File: src/rtl/lock_key_loader_if.sv
// Serial NVM/OTP read port carrying key and parity bits.
// Ports: nvm_valid/nvm_bit from the NVM, nvm_ready from the loader.
interface lock_key_loader_if;
    logic nvm_valid;
    logic nvm_bit;
    logic nvm_ready;

    modport master (
        output nvm_valid,
        output nvm_bit,
        input  nvm_ready
    );

    modport slave (
        input  nvm_valid,
        input  nvm_bit,
        output nvm_ready
    );
endinterface

File: src/rtl/lock_key_loader.sv
// Serial key loader feeding the keyIn_0_* inputs of a locked netlist.
// Ports: clk/rst, start/lock requests, nvm (slave read port),
// key_out/key_valid/key_error/err_code/busy/locked status.
module lock_key_loader #(
    parameter int KEY_WIDTH = 16,
    parameter int TIMEOUT   = 255,
    parameter int CNT_W     = 8
) (
    input  logic                 clk,
    input  logic                 rst,
    input  logic                 start,
    input  logic                 lock,
    lock_key_loader_if.slave     nvm,
    output logic [KEY_WIDTH-1:0] key_out,
    output logic                 key_valid,
    output logic                 key_error,
    output logic [1:0]           err_code,
    output logic                 busy,
    output logic                 locked
);

    localparam int BW = $clog2(KEY_WIDTH + 1);
    localparam logic [BW-1:0]    LAST = BW'(KEY_WIDTH);
    localparam logic [CNT_W-1:0] TMO  = CNT_W'(TIMEOUT);

    typedef enum logic [2:0] {
        IDLE,
        LOAD,
        CHECK,
        DONE,
        ERROR
    } state_t;

    state_t state;
    state_t next;

    logic [KEY_WIDTH-1:0] shadow;
    logic [BW-1:0]        bit_cnt;
    logic [CNT_W-1:0]     tmo_cnt;
    logic                 par;

    logic beat;
    logic start_ok;
    logic parity_ok;
    logic tmo_hit;

    // nvm_ready is exactly "state is LOAD", so the beat uses state directly.
    assign beat = nvm.nvm_valid && (state == LOAD);

    // Lock wins over start in DONE; a frozen key can never be reloaded.
    assign start_ok = start && ((state == IDLE) || (state == ERROR) ||
                      ((state == DONE) && !locked && !lock));

    assign parity_ok = ~(^shadow ^ par);
    assign tmo_hit   = (tmo_cnt == TMO);

    // State register
    always_ff @(posedge clk or posedge rst) begin
        if (rst) begin
            state <= IDLE;
        end else begin
            state <= next;
        end
    end

    // Next-state logic
    always_comb begin
        next = state;
        unique case (state)
            IDLE, ERROR, DONE: begin
                if (start_ok) begin
                    next = LOAD;
                end
            end
            LOAD: begin
                if (beat) begin
                    if (bit_cnt == LAST) begin
                        next = CHECK;
                    end
                end else if (tmo_hit) begin
                    next = ERROR;
                end
            end
            CHECK: begin
                next = parity_ok ? DONE : ERROR;
            end
            default: next = IDLE;
        endcase
    end

    // State-decoded outputs
    always_comb begin
        nvm.nvm_ready = 1'b0;
        busy          = 1'b0;
        unique case (state)
            LOAD: begin
                nvm.nvm_ready = 1'b1;
                busy          = 1'b1;
            end
            CHECK: begin
                busy = 1'b1;
            end
            default: begin
                nvm.nvm_ready = 1'b0;
                busy          = 1'b0;
            end
        endcase
    end

    // Registered datapath and status
    always_ff @(posedge clk or posedge rst) begin
        if (rst) begin
            key_out   <= '0;
            key_valid <= 1'b0;
            key_error <= 1'b0;
            err_code  <= 2'b00;
            locked    <= 1'b0;
            shadow    <= '0;
            bit_cnt   <= '0;
            tmo_cnt   <= '0;
            par       <= 1'b0;
        end else begin
            unique case (state)
                IDLE, ERROR, DONE: begin
                    if (start_ok) begin
                        key_out   <= '0;
                        key_valid <= 1'b0;
                        key_error <= 1'b0;
                        err_code  <= 2'b00;
                        shadow    <= '0;
                        bit_cnt   <= '0;
                        tmo_cnt   <= '0;
                        par       <= 1'b0;
                    end
                    if ((state == DONE) && lock) begin
                        locked <= 1'b1;
                    end
                end
                LOAD: begin
                    if (beat) begin
                        tmo_cnt <= '0;
                        if (bit_cnt == LAST) begin
                            par <= nvm.nvm_bit;
                        end else begin
                            // Shift in at the MSB so beat 0 lands in bit 0.
                            shadow  <= {nvm.nvm_bit,
                                        shadow[KEY_WIDTH-1:1]};
                            bit_cnt <= bit_cnt + 1'b1;
                        end
                    end else if (tmo_hit) begin
                        key_error <= 1'b1;
                        err_code  <= 2'b10;
                    end else begin
                        tmo_cnt <= tmo_cnt + 1'b1;
                    end
                end
                CHECK: begin
                    if (parity_ok) begin
                        key_out   <= shadow;
                        key_valid <= 1'b1;
                    end else begin
                        key_error <= 1'b1;
                        err_code  <= 2'b01;
                    end
                end
                default: begin
                    key_out <= '0;
                end
            endcase
        end
    end

endmodule
File: src/flat_wrapper.sv
// flat-port wrapper written by rule: the top's interface ports become plain ports
module lock_key_loader_flat 
#(
    parameter int KEY_WIDTH = 16,
    parameter int TIMEOUT   = 255,
    parameter int CNT_W     = 8
)
  (clk, rst, start, lock, key_out, key_valid, key_error, err_code, busy, locked, nvm_nvm_valid, nvm_nvm_bit, nvm_nvm_ready);
  lock_key_loader_if nvm_i ();
  input  logic clk;
  input  logic rst;
  input  logic start;
  input  logic lock;
  output logic [KEY_WIDTH-1:0] key_out;
  output logic key_valid;
  output logic key_error;
  output logic [1:0] err_code;
  output logic busy;
  output logic locked;
  input wire logic [$bits(nvm_i.nvm_valid)-1:0] nvm_nvm_valid;
  input wire logic [$bits(nvm_i.nvm_bit)-1:0] nvm_nvm_bit;
  output wire logic [$bits(nvm_i.nvm_ready)-1:0] nvm_nvm_ready;
  assign nvm_i.nvm_valid = nvm_nvm_valid;
  assign nvm_i.nvm_bit = nvm_nvm_bit;
  assign nvm_nvm_ready = nvm_i.nvm_ready;
  lock_key_loader #(.KEY_WIDTH(KEY_WIDTH), .TIMEOUT(TIMEOUT), .CNT_W(CNT_W)) u_core (.clk(clk), .rst(rst), .start(start), .lock(lock), .nvm(nvm_i), .key_out(key_out), .key_valid(key_valid), .key_error(key_error), .err_code(err_code), .busy(busy), .locked(locked));
endmodule
File: config.mk
export PLATFORM = sky130hd
export DESIGN_NAME = lock_key_loader_flat
export DESIGN_NICKNAME = d
export VERILOG_FILES = /design/src/rtl/lock_key_loader_if.sv /design/src/rtl/lock_key_loader.sv /design/src/flat_wrapper.sv
export SDC_FILE = /design/constraint.sdc
export NUM_CORES = 1
export LEC_CHECK = 0
export BUFFER_PORTS_ARGS = -buffer_cell sky130_fd_sc_hd__buf_2
export CORE_ASPECT_RATIO = 0.6
export CORE_MARGIN = 3
export CORE_UTILIZATION = 60
export CTS_CLUSTER_DIAMETER = 30
export DETAILED_ROUTE_END_ITERATION = 16
export GPL_TIMING_DRIVEN = 0
export PLACE_DENSITY = 0.81
export SLEW_MARGIN = 20
export SYNTH_ARGS = -nofsm -noshare
export SYNTH_HDL_FRONTEND = slang
export SYNTH_SLANG_ARGS = --single-unit
export TNS_END_PERCENT = 100
File: constraint.sdc
create_clock -name clk -period 4.5 [get_ports clk]
set_clock_uncertainty 0.15 [all_clocks]
set_input_delay 1.125 -clock clk [delete_from_list [all_inputs] [get_ports clk]]
set_output_delay 1.125 -clock clk [all_outputs]
set_load 0.02 [all_outputs]
==> results of run 1 <==
-- state kept, by name, indices dropped and copies added (netlist names) --
register,cells
u_core.bit_cnt,5
u_core.err_code,2
u_core.key_error,1
u_core.key_out,16
u_core.key_valid,1
u_core.locked,1
u_core.par,1
u_core.shadow,16
u_core.state,3
u_core.tmo_cnt,8
-- cell families (layout without fill, tap and decap cells) --
logic type / Yosys count / after routing / synth area share
flip-flops: 54 / 54 / 0.448
AND/OR/NAND/NOR: 122 / 122 / 0.199
adder cells (fa/ha/maj): 3 / 3 / 0.0124
multiplexers: 19 / 19 / 0.0680
XOR/XNOR: 19 / 19 / 0.0696
buffers and inverters: 25 / 61 / 0.0423
AO/OA/AOI/OAI: 69 / 69 / 0.161
-- worst paths after layout --
| check | start | end | slack (ps) | cells after the start |
|---|---|---|---|---|
| worst max-delay path | u_core.state[2]$_DFFE_PP0P_ | nvm_nvm_ready | 1120 | 4 |
| worst min-delay path | u_core.key_valid$_DFFE_PP0P_ | u_core.key_valid$_DFFE_PP0P_ | 330 | 2 |
| worst max register to register | u_core.bit_cnt[0]$_DFFE_PP0P_ | u_core.shadow[15]$_DFFE_PP0P_ | 1750 | 9 |
| worst min register to register | u_core.key_valid$_DFFE_PP0P_ | u_core.key_valid$_DFFE_PP0P_ | 330 | 2 |
| max in group asynchronous | rst | u_core.key_out[12]$_DFFE_PP0P_ | 3010 | 2 |
| min in group asynchronous | rst | u_core.shadow[5]$_DFFE_PP0P_ | 750 | 2 |
-- cell type report --
class | count | area, um^2 | area share
inverters | 6 | 25.0 | 0.00750
well taps | 63 | 78.8 | 0.0236
flip-flops and latches | 54 | 1350 | 0.405
repair buffers | 28 | 140 | 0.0420
clock inverters | 2 | 12.5 | 0.00375
plain buffers | 19 | 105 | 0.0315
multi-input cells | 232 | 1540 | 0.462
clock buffers | 6 | 82.6 | 0.0248
-- worst max-delay path, stage by stage, from the launching register on --
cell and delay, ps:
dfrtp_1 470, nor3b_1 260, clkbuf_1 370, clkbuf_1 440
buf_2 260
-- metal layers --
metal	up-vias	wire length, um
li1	1198	-
met1	1265	3430
met2	93	2920
met3	16	438
met4	0	143
met5	-	0
-- through the flow --
| step | worst slack (ps) | hold slack [ps] | cell area [um^2] | power, mW |
|---|---|---|---|---|
| after CTS | 1130 | 338 | 3330 | 1.46 |
| after global routing | 943 | 373 | 3330 | 1.56 |
| after detailed placement | 1290 | 314 | 3240 | 1.18 |
| after floorplan | 1830 | 324 | 3020 | 1.00 |
| after global placement | 1180 | 307 | 3240 | 1.16 |
| final | 1120 | 331 | 3330 | 1.47 |
-- report_power, final --
group | switching [mW] | internal, mW
clock network | 0.164 | 0.124
logic | 0.412 | 0.186
registers | 0.0488 | 0.531
total | 0.625 | 0.841
-- layout by cell type (no fill, tap or decap), types with 4 or more instances in the layout --
master	netlist	layout
clkbuf_1	13	13
mux2i_1	16	16
xnor2_1	11	11
a221o_1	16	16
inv_1	6	5
a22o_1	4	4
dfrtp_1	54	54
nor2_1	7	7
buf_2	2	30
o21ai_0	26	26
a21oi_1	9	9
nand3_1	38	38
clkbuf_8	0	6
nand2_1	47	47
xor2_1	5	5
==> run metrics, run 1 <==
run status=finished, final reports clean; layout cells sized above 1=0.141; Mapped Area=3020 um^2; nets@finish=355; CTS tree=done; final RePlAce weighted congestion=0.819; DRC Markers=0; total gr overflow=0; Synth Instances=311; hold_buf cts=0; count leader, synth=dfrtp_1; setup_tns=0 ps; Final Hold Fails=0; Crit path arrival time=2100 ps; Post-synth EDFFs=0; filler instances=376; top post-synthesis cells by area=dfrtp_1 (45%), nand3_1 (6.3%), nand2_1 (5.8%), a221o_1 (5.3%), mux2i_1 (5.3%); dpl cells=402; period utilisation layout=0.751; sequential fraction of the synthesis area=0.448; worst slew pin tran=831 ps; hpwl dp=5.06 mm; vias in the first global route=2277; Root Driver=clkbuf_8; worst hold path class=reg2reg; Ports=29; drt first-iter violations=240; Final Setup Violations=0; Sink Count=54; largest net degree at the start of global routing=55; Worst-Skew Late Latency=310 ps; # resized after CTS=0; Routed WL=6.94 mm; Ant. Diodes=0; Power Dens Cells=439 nW/um^2; initial core utilization=0.641; Leak=1.42 nW; CP Max Fanout=10; wire per inst=16.9 um; global routing met1 resource utilization=0.369; Setup crit end kind=primary output; RSZ-0062 raised after global routing=false; syn_area_per_cell=9.70 um^2; Die Y=60.9 um; Post-CTS Setup Repair Bufs=0; DR vias=2572; Num CTS Buffers=5; Synth top area share=0.448; Max Fclk=296 MHz; GRT met3 Usage=0.0551; Max rail drop VDD=0.000222 V; IO buf count=28; Die X=97.6 um; syn nets=320; Max H-tree Level=2; GRT Total Usage=0.248; # rows=19; vias per cell=6.27; synth cell count leaders=dfrtp_1 (54), nand2_1 (47), nand3_1 (38), o21ai_0 (26); Crit Path Class=reg2out; unique cell type count in the Yosys netlist=48; Ys Warns=0; die area=5940 um^2; asr flop ratio synth=1.00; Slew Limit Headroom=0.438; core area=4710 um^2; Worst-path clk slew=100 ps; met2 usage in global routing=0.363; initial antenna violation count=0; clock tree buffer depth=2; post-synth top area cell=dfrtp_1; Most Crowded Layer GR=met1; CP required=3220 ps; Antenna Nets Post-Route=0; Tmin final=3380 ps; Synth Register Bits=54; Post-Route Utilization=0.708; TritonRoute pass-1 iters=6; first-pass GRT wire length=11.5 mm; fin. max-slew vios=0; Main synth FF type=dfrtp_1; Worst Setup Start Kind=register; Non-Filler Instances=410; max-cap violations=0; P&R area growth vs syn=10.5%
Note: power is estimated with default switching activity, not from simulation.
==> run 2, diff against run 1 <==
ABC_AREA = 1   (was unset)
CORE_UTILIZATION = 58   (was 60)
PLACE_DENSITY = 0.79   (was 0.81)
clock period = 3.3 ns   (was 4.5 ns; I/O delays follow)
==> run 2 against run 1 <==
Effect of this change:
- non-clock buffer count shrank 11
- final area shrank 8.1%
- register-to-register slack lost 680 ps
- hold slack lost 8.7 ps
- sequential share of layout area grew 3.6 points
- utilization is essentially flat
- clock-buffer cell count grew 1
- global-route usage shrank 1.9 points
- wire length shrank 15%
- critical path depth shrank 1
- via count shrank 8.2%
- flip-flop and latch count is the same
- critical path type unchanged
- largest power group unchanged
==> run metrics, run 2 <==
run status=finished, final reports clean (unchanged); DRC Markers=0 (unchanged); setup_tns=0 ps (unchanged); Worst-Skew Late Latency=310 ps (about the same); total gr overflow=0 (unchanged); Root Driver=clkbuf_8 (unchanged); # resized after CTS=0 (unchanged); largest net degree at the start of global routing=55 (unchanged); die area=5640 um^2 (was 5940 um^2); Main synth FF type=dfrtp_1 (unchanged); top post-synthesis cells by area=dfrtp_1 (49%), nand2_1 (16%), nand3_1 (7.6%), inv_1 (4.8%), o21ai_0 (4.2%) (was dfrtp_1 (45%), nand3_1 (6.3%), nand2_1 (5.8%), a221o_1 (5.3%), mux2i_1 (5.3%)); asr flop ratio synth=1.00 (unchanged); Max rail drop VDD=0.000511 V (was 0.000222 V); sequential fraction of the synthesis area=0.490 (was 0.448); clock share of power=0.167 (was 0.197); syn nets=352 (was 320); Worst-path clk slew=90 ps (was 100 ps); commonest non-fill, non-tap cell in the layout=nand2_1 (was dfrtp_1); Routed WL=5.86 mm (was 6.94 mm); Ys Warns=0 (unchanged); flop-to-flop setup slack=1070 ps (was 1750 ps); IO buf count=28 (unchanged); P_int=1.23 mW (was 0.841 mW); GRT Total Usage=0.229 (was 0.248); Crit. Startpoint=u_core.state[1]$_DFFE_PP0P_ (was u_core.state[2]$_DFFE_PP0P_); Reg2Reg Launch Point=u_core.state[2]$_DFFE_PP0P_ (was u_core.bit_cnt[0]$_DFFE_PP0P_); Sw Ratio=0.466 (was 0.426); Antenna Nets Post-Route=0 (unchanged); core area=4320 um^2 (was 4710 um^2); worst r2r dst=u_core.key_out[8]$_DFFE_PP0P_ (was u_core.shadow[15]$_DFFE_PP0P_); Ports=29 (unchanged); Ant. Diodes=0 (unchanged); filler instances=364 (was 376); Post-CTS Setup Repair Bufs=0 (unchanged); Max H-tree Level=2 (unchanged); DR vias=2362 (was 2572); RSZ-0062 raised after global routing=false (unchanged); Synth Instances=343 (was 311); Worst Setup Start Kind=register (unchanged); Die X=95.0 um (was 97.6 um); Cell Area, Placed=2970 um^2 (was 3240 um^2); fin. max-slew vios=0 (unchanged); initial antenna violation count=0 (unchanged); CTS tree=done (unchanged); dpl cells=431 (was 402); Tmin final=2930 ps; Logic pwr share=0.464 (was 0.408); Final Hold Fails=0 (unchanged); syn_area_per_cell=8.03 um^2 (was 9.70 um^2); Non-Filler Instances=439 (was 410); Mapped Area=2760 um^2 (was 3020 um^2); hpwl dp=4.22 mm (was 5.06 mm); Finished Cell Area=3060 um^2 (was 3330 um^2); Sw Pwr=1.07 mW (was 0.625 mW); final RePlAce weighted congestion=0.833 (was 0.819); worst hold path class=reg2reg (unchanged); Power Dens Cells=750 nW/um^2 (was 439 nW/um^2); Synth Register Bits=54 (unchanged); hold_buf cts=0 (unchanged); Die Y=59.4 um (was 60.9 um); max-cap violations=0 (unchanged); worst slew pin tran=641 ps (was 831 ps); Final Setup Violations=0 (unchanged); Hold WS=323 ps (was 331 ps); Tot Pwr=2.30 mW (was 1.47 mW); Leak=1.65 nW (was 1.42 nW); Sink Count=54 (unchanged); worst reg2reg path depth=8 (was 9); # rows=18 (was 19); initial core utilization=0.637 (was 0.641); synth cell count leaders=nand2_1 (116), dfrtp_1 (54), nand3_1 (42), inv_1 (35), o21ai_0 (23) (was dfrtp_1 (54), nand2_1 (47), nand3_1 (38), o21ai_0 (26)); CP Max Fanout=10 (unchanged); Seq pwr share=0.370 (was 0.396); first-pass GRT wire length=9.89 mm (was 11.5 mm); CP required=2320 ps (was 3220 ps); Synth top area share=0.490 (was 0.448); Post-synth EDFFs=0 (unchanged); period utilisation layout=0.887; Slew Limit Headroom=0.573 (was 0.438); count leader, synth=nand2_1 (was dfrtp_1); post-synth top area cell=dfrtp_1 (unchanged); most frequent cells in the layout=nand2_1 (116), dfrtp_1 (54), nand3_1 (42) (was dfrtp_1 (54), nand2_1 (47), nand3_1 (38)); drt first-iter violations=183 (was 240); registers with the most flip-flops=u_core.key_out: 16 flops, u_core.shadow: 16 flops, u_core.tmo_cnt: 8 flops (unchanged); clock tree buffer depth=2 (unchanged); Num CTS Buffers=5 (unchanged); Crit path arrival time=1950 ps (was 2100 ps); Setup crit end kind=primary output (unchanged); Crit Path Class=reg2out (unchanged); vias in the first global route=2126 (was 2277); vias per cell=5.38 (was 6.27); wire per inst=13.4 um (was 16.9 um); unique cell type count in the Yosys netlist=30 (was 48); nets@finish=387 (was 355); layout cells sized above 1=0.153 (was 0.141); P&R area growth vs syn=11.2% (was 10.5%); TritonRoute pass-1 iters=4 (was 6); crit path to=nvm_nvm_ready (unchanged); Max Fclk=342 MHz
-- run 2: cell count changes in the layout (fill, tap and decap cells not counted), moves of 4 or more --
cell | before | now
nand2_1 | 47 | 116
xnor2_1 | 11 | 4
a22o_1 | 4 | 0
mux2i_1 | 16 | 0
inv_2 | 0 | 4
nand3_1 | 38 | 42
clkbuf_1 | 13 | 3
inv_1 | 5 | 34
a221o_1 | 16 | 0
-- run 2: worst max-delay path, cell delays in order (launching register included) --
cell      delay [ps]
dfrtp_1          450
nor3_4           430
clkbuf_1         490
buf_2            270
-- run 2: kinds of logic (layout without fill, tap and decap cells) --
group,after synthesis,count (layout),share of synthesized area
compound gates,40,40,0.0854
xor+xnor,12,12,0.0381
fa+ha+maj,3,3,0.0136
buf+inv,47,83,0.0722
flops,54,54,0.490
simple gates,187,187,0.300
-- run 2: metrics by stage --
step           worst slack (ps)  utilization
6_report                    373        0.709
5_1_grt                     279        0.709
4_1_cts                     380        0.709
3_5_place_dp                725        0.688
3_3_place_gp                332        0.687
2_1_floorplan              1010            -
-- run 2: area by class of cell --
| type | count | area, um^2 | share of cell area |
|---|---|---|---|
| Buffer | 8 | 52.6 | 0.0171 |
| Clock buffer | 7 | 86.3 | 0.0282 |
| Clock inverter | 1 | 5.00 | 0.00163 |
| Inverter | 39 | 149 | 0.0486 |
| Multi-Input combinational cell | 242 | 1200 | 0.393 |
| Sequential cell | 54 | 1350 | 0.441 |
| Tap cell | 60 | 75.1 | 0.0245 |
| Timing Repair Buffer | 28 | 140 | 0.0457 |
-- run 2: worst min-delay path by stage --
stage | from | end | slack (ps) | depth (start not counted)
2_1_floorplan | u_core.par$_DFFE_PP0P_ | u_core.par$_DFFE_PP0P_ | 320 | 2
3_3_place_gp | u_core.key_out[5]$_DFFE_PP0P_ | u_core.key_out[5]$_DFFE_PP0P_ | 300 | 2
3_5_place_dp | u_core.key_out[0]$_DFFE_PP0P_ | u_core.key_out[0]$_DFFE_PP0P_ | 300 | 2
4_1_cts | u_core.key_out[2]$_DFFE_PP0P_ | u_core.key_out[2]$_DFFE_PP0P_ | 330 | 2
5_1_grt | u_core.key_out[1]$_DFFE_PP0P_ | u_core.key_out[1]$_DFFE_PP0P_ | 350 | 2
6_report | u_core.key_out[14]$_DFFE_PP0P_ | u_core.key_out[14]$_DFFE_PP0P_ | 320 | 2
-- run 2: power groups by stage --
stage	clock network [mW]	registers, mW	logic (mW)
after global routing	0.418	0.870	1.17
after floorplan	0	0.884	0.735
after detailed placement	0	0.859	1.05
after CTS	0.389	0.849	1.05
final	0.383	0.850	1.07
after global placement	0	0.859	1.02
-- run 2: routing by layer --
layer  share of wire  GRT usage  vias up
met5               0          0        -
met4          0.0067     0.0616        0
met3           0.064     0.0431        6
met2            0.41      0.334       60
met1            0.52      0.352     1124
li1                -          -     1172
==> run 3, diff against run 2 <==
ABC_CLOCK_PERIOD_IN_PS = 3300   (was unset)
RECOVER_POWER = 25   (was unset)
SLEW_MARGIN = unset   (was 20)
==> run 3 against run 2 <==
Effect of this change:
- combinational power barely moved
- critical endpoint unchanged
- clock power decreased by 7.3%
- maximum frequency is 1.2% lower
- critical path type unchanged
- utilization grew 0.058 points
==> run metrics, run 3 (synthesized netlist as in run 2, its figures left out) <==
P&R area growth vs syn=11.3% (was 11.2%); initial antenna violation count=0 (unchanged); Reg2Reg Launch Point=u_core.state[2]$_DFFE_PP0P_ (unchanged); CP max stage delay=510 ps (was 490 ps); IO buf count=28 (unchanged); worst r2r dst=u_core.key_out[9]$_DFFE_PP0P_ (was u_core.key_out[8]$_DFFE_PP0P_); hold_buf cts=0 (unchanged); Tmin final=2960 ps (was 2930 ps); Die X=95.0 um (unchanged); Num CTS Buffers=5 (unchanged); Tot Pwr=2.27 mW (was 2.30 mW); DR vias=2397 (was 2362); most frequent cells in the layout=nand2_1 (116), dfrtp_1 (54), nand3_1 (42) (unchanged); CP Max Fanout=10 (unchanged); Routed WL=5.85 mm (was 5.86 mm); first-pass GRT wire length=9.85 mm (was 9.89 mm); dpl cells=432 (was 431); TritonRoute pass-1 iters=4 (unchanged); wire per inst=13.3 um (was 13.4 um); Sink Count=54 (unchanged); largest net degree at the start of global routing=38 (was 55); # rows=18 (unchanged); Worst Setup Start Kind=register (unchanged); Leak=1.65 nW (about the same); Worst-Skew Late Latency=310 ps (about the same); slowest stage cell, crit path=clkbuf_1 (unchanged); period utilisation layout=0.898 (was 0.887); worst reg2reg path depth=8 (unchanged); vias per cell=5.46 (was 5.38); DRC Markers=0 (unchanged); clock tree buffer depth=2 (unchanged); GRT met3 Usage=0.0393 (was 0.0431); Crit. Startpoint=u_core.state[1]$_DFFE_PP0P_ (unchanged); Setup crit end kind=primary output (unchanged); Hold Crit Start=u_core.key_out[14]$_DFFE_PP0P_ (unchanged); RSZ-0062 raised after global routing=false (unchanged); hold depth=2 (unchanged); Cell Area, Placed=2990 um^2 (was 2970 um^2); met2 usage in global routing=0.317 (was 0.334); hpwl dp=4.29 mm (was 4.22 mm); Worst-path clk slew=90 ps (about the same); Antenna Nets Post-Route=0 (unchanged); registers with the most flip-flops=u_core.key_out: 16 flops, u_core.shadow: 16 flops, u_core.tmo_cnt: 8 flops (unchanged); global routing met1 resource utilization=0.355 (was 0.352); Crit path arrival time=1990 ps (was 1950 ps); run status=finished, final reports clean (unchanged); final RePlAce weighted congestion=0.833 (unchanged); Power Dens Cells=740 nW/um^2 (was 750 nW/um^2); Slew Limit Headroom=0.486 (was 0.573); Non-Filler Instances=439 (unchanged); setup_tns=0 ps (unchanged); # resized after CTS=0 (unchanged); final setup margin=337 ps (was 373 ps); CP required=2320 ps (about the same); Ant. Diodes=0 (unchanged); Max Fclk=337 MHz (was 342 MHz); worst hold path class=reg2reg (unchanged); Final Setup Violations=0 (unchanged); layout cells sized above 1=0.148 (was 0.153); core area=4320 um^2 (unchanged); Finished Cell Area=3070 um^2 (was 3060 um^2); crit-path cells=nor3_4 > clkbuf_1 > buf_2 (unchanged); Ports=29 (unchanged); flop-to-flop setup slack=1090 ps (was 1070 ps); pre-CTS WS=728 ps (was 725 ps); Max H-tree Level=2 (unchanged); Final Hold Fails=0 (unchanged); drt first-iter violations=138 (was 183); fin. max-slew vios=0 (unchanged); nets@finish=388 (was 387); vias in the first global route=2166 (was 2126); Post-CTS Setup Repair Bufs=0 (unchanged); worst slew pin tran=769 ps (was 641 ps); Most Crowded Layer GR=met1 (unchanged); initial core utilization=0.637 (unchanged); Root Driver=clkbuf_8 (unchanged); Die Y=59.4 um (unchanged); max-cap violations=0 (unchanged); hold endpoint=u_core.key_out[14]$_DFFE_PP0P_ (unchanged); Max rail drop VDD=0.000520 V (was 0.000511 V); GRT Total Usage=0.227 (was 0.229); total gr overflow=0 (unchanged); commonest non-fill, non-tap cell in the layout=nand2_1 (unchanged); die area=5640 um^2 (unchanged); Crit Path Class=reg2out (unchanged); CTS tree=done (unchanged)
[run 3: routing by layer]
metal,up-vias,share of wire
li1,1174,-
met4,0,0.0091
met5,-,0
met1,1144,0.52
met2,71,0.41
met3,8,0.060
[run 3: power by group]
part	internal (mW)	leakage (nW)	switching [mW]	total, mW
logic	0.295	0.876	0.767	1.06
registers	0.763	0.734	0.0875	0.851
clock network	0.147	0.0383	0.208	0.355
total	1.21	1.65	1.06	2.27
[run 3: final cells by class]
cell class	instances	area [um^2]
sequential	54	1350
fill	356	1260
multi-input combinational	242	1200
timing repair buffer	29	160
inverter	39	146
clock buffer	7	76.3
tap	60	75.1
buffer	8	52.6
[run 3: metrics by stage]
stage                     utilization  hold slack [ps]
after CTS                       0.709              325
final                           0.709              322
after global placement          0.687              302
after floorplan                     -              324
after global routing            0.709              346
after detailed placement        0.692              304
[run 3: worst max-delay path by stage]
stage | end | cells after the start
finish | nvm_nvm_ready | 3
floorplan | u_core.bit_cnt[0]$_DFFE_PP0P_ | 1
global placement | u_core.key_out[10]$_DFFE_PP0P_ | 2
CTS | nvm_nvm_ready | 3
detailed placement | nvm_nvm_ready | 3
global route | nvm_nvm_ready | 3
[run 3: critical path: cells and delay by family (launching register included)]
| family | cells | cell delay, ps |
|---|---|---|
| AND/OR/NAND/NOR | 1 | 450 |
| flip-flops | 1 | 450 |
| buffers and inverters | 2 | 780 |
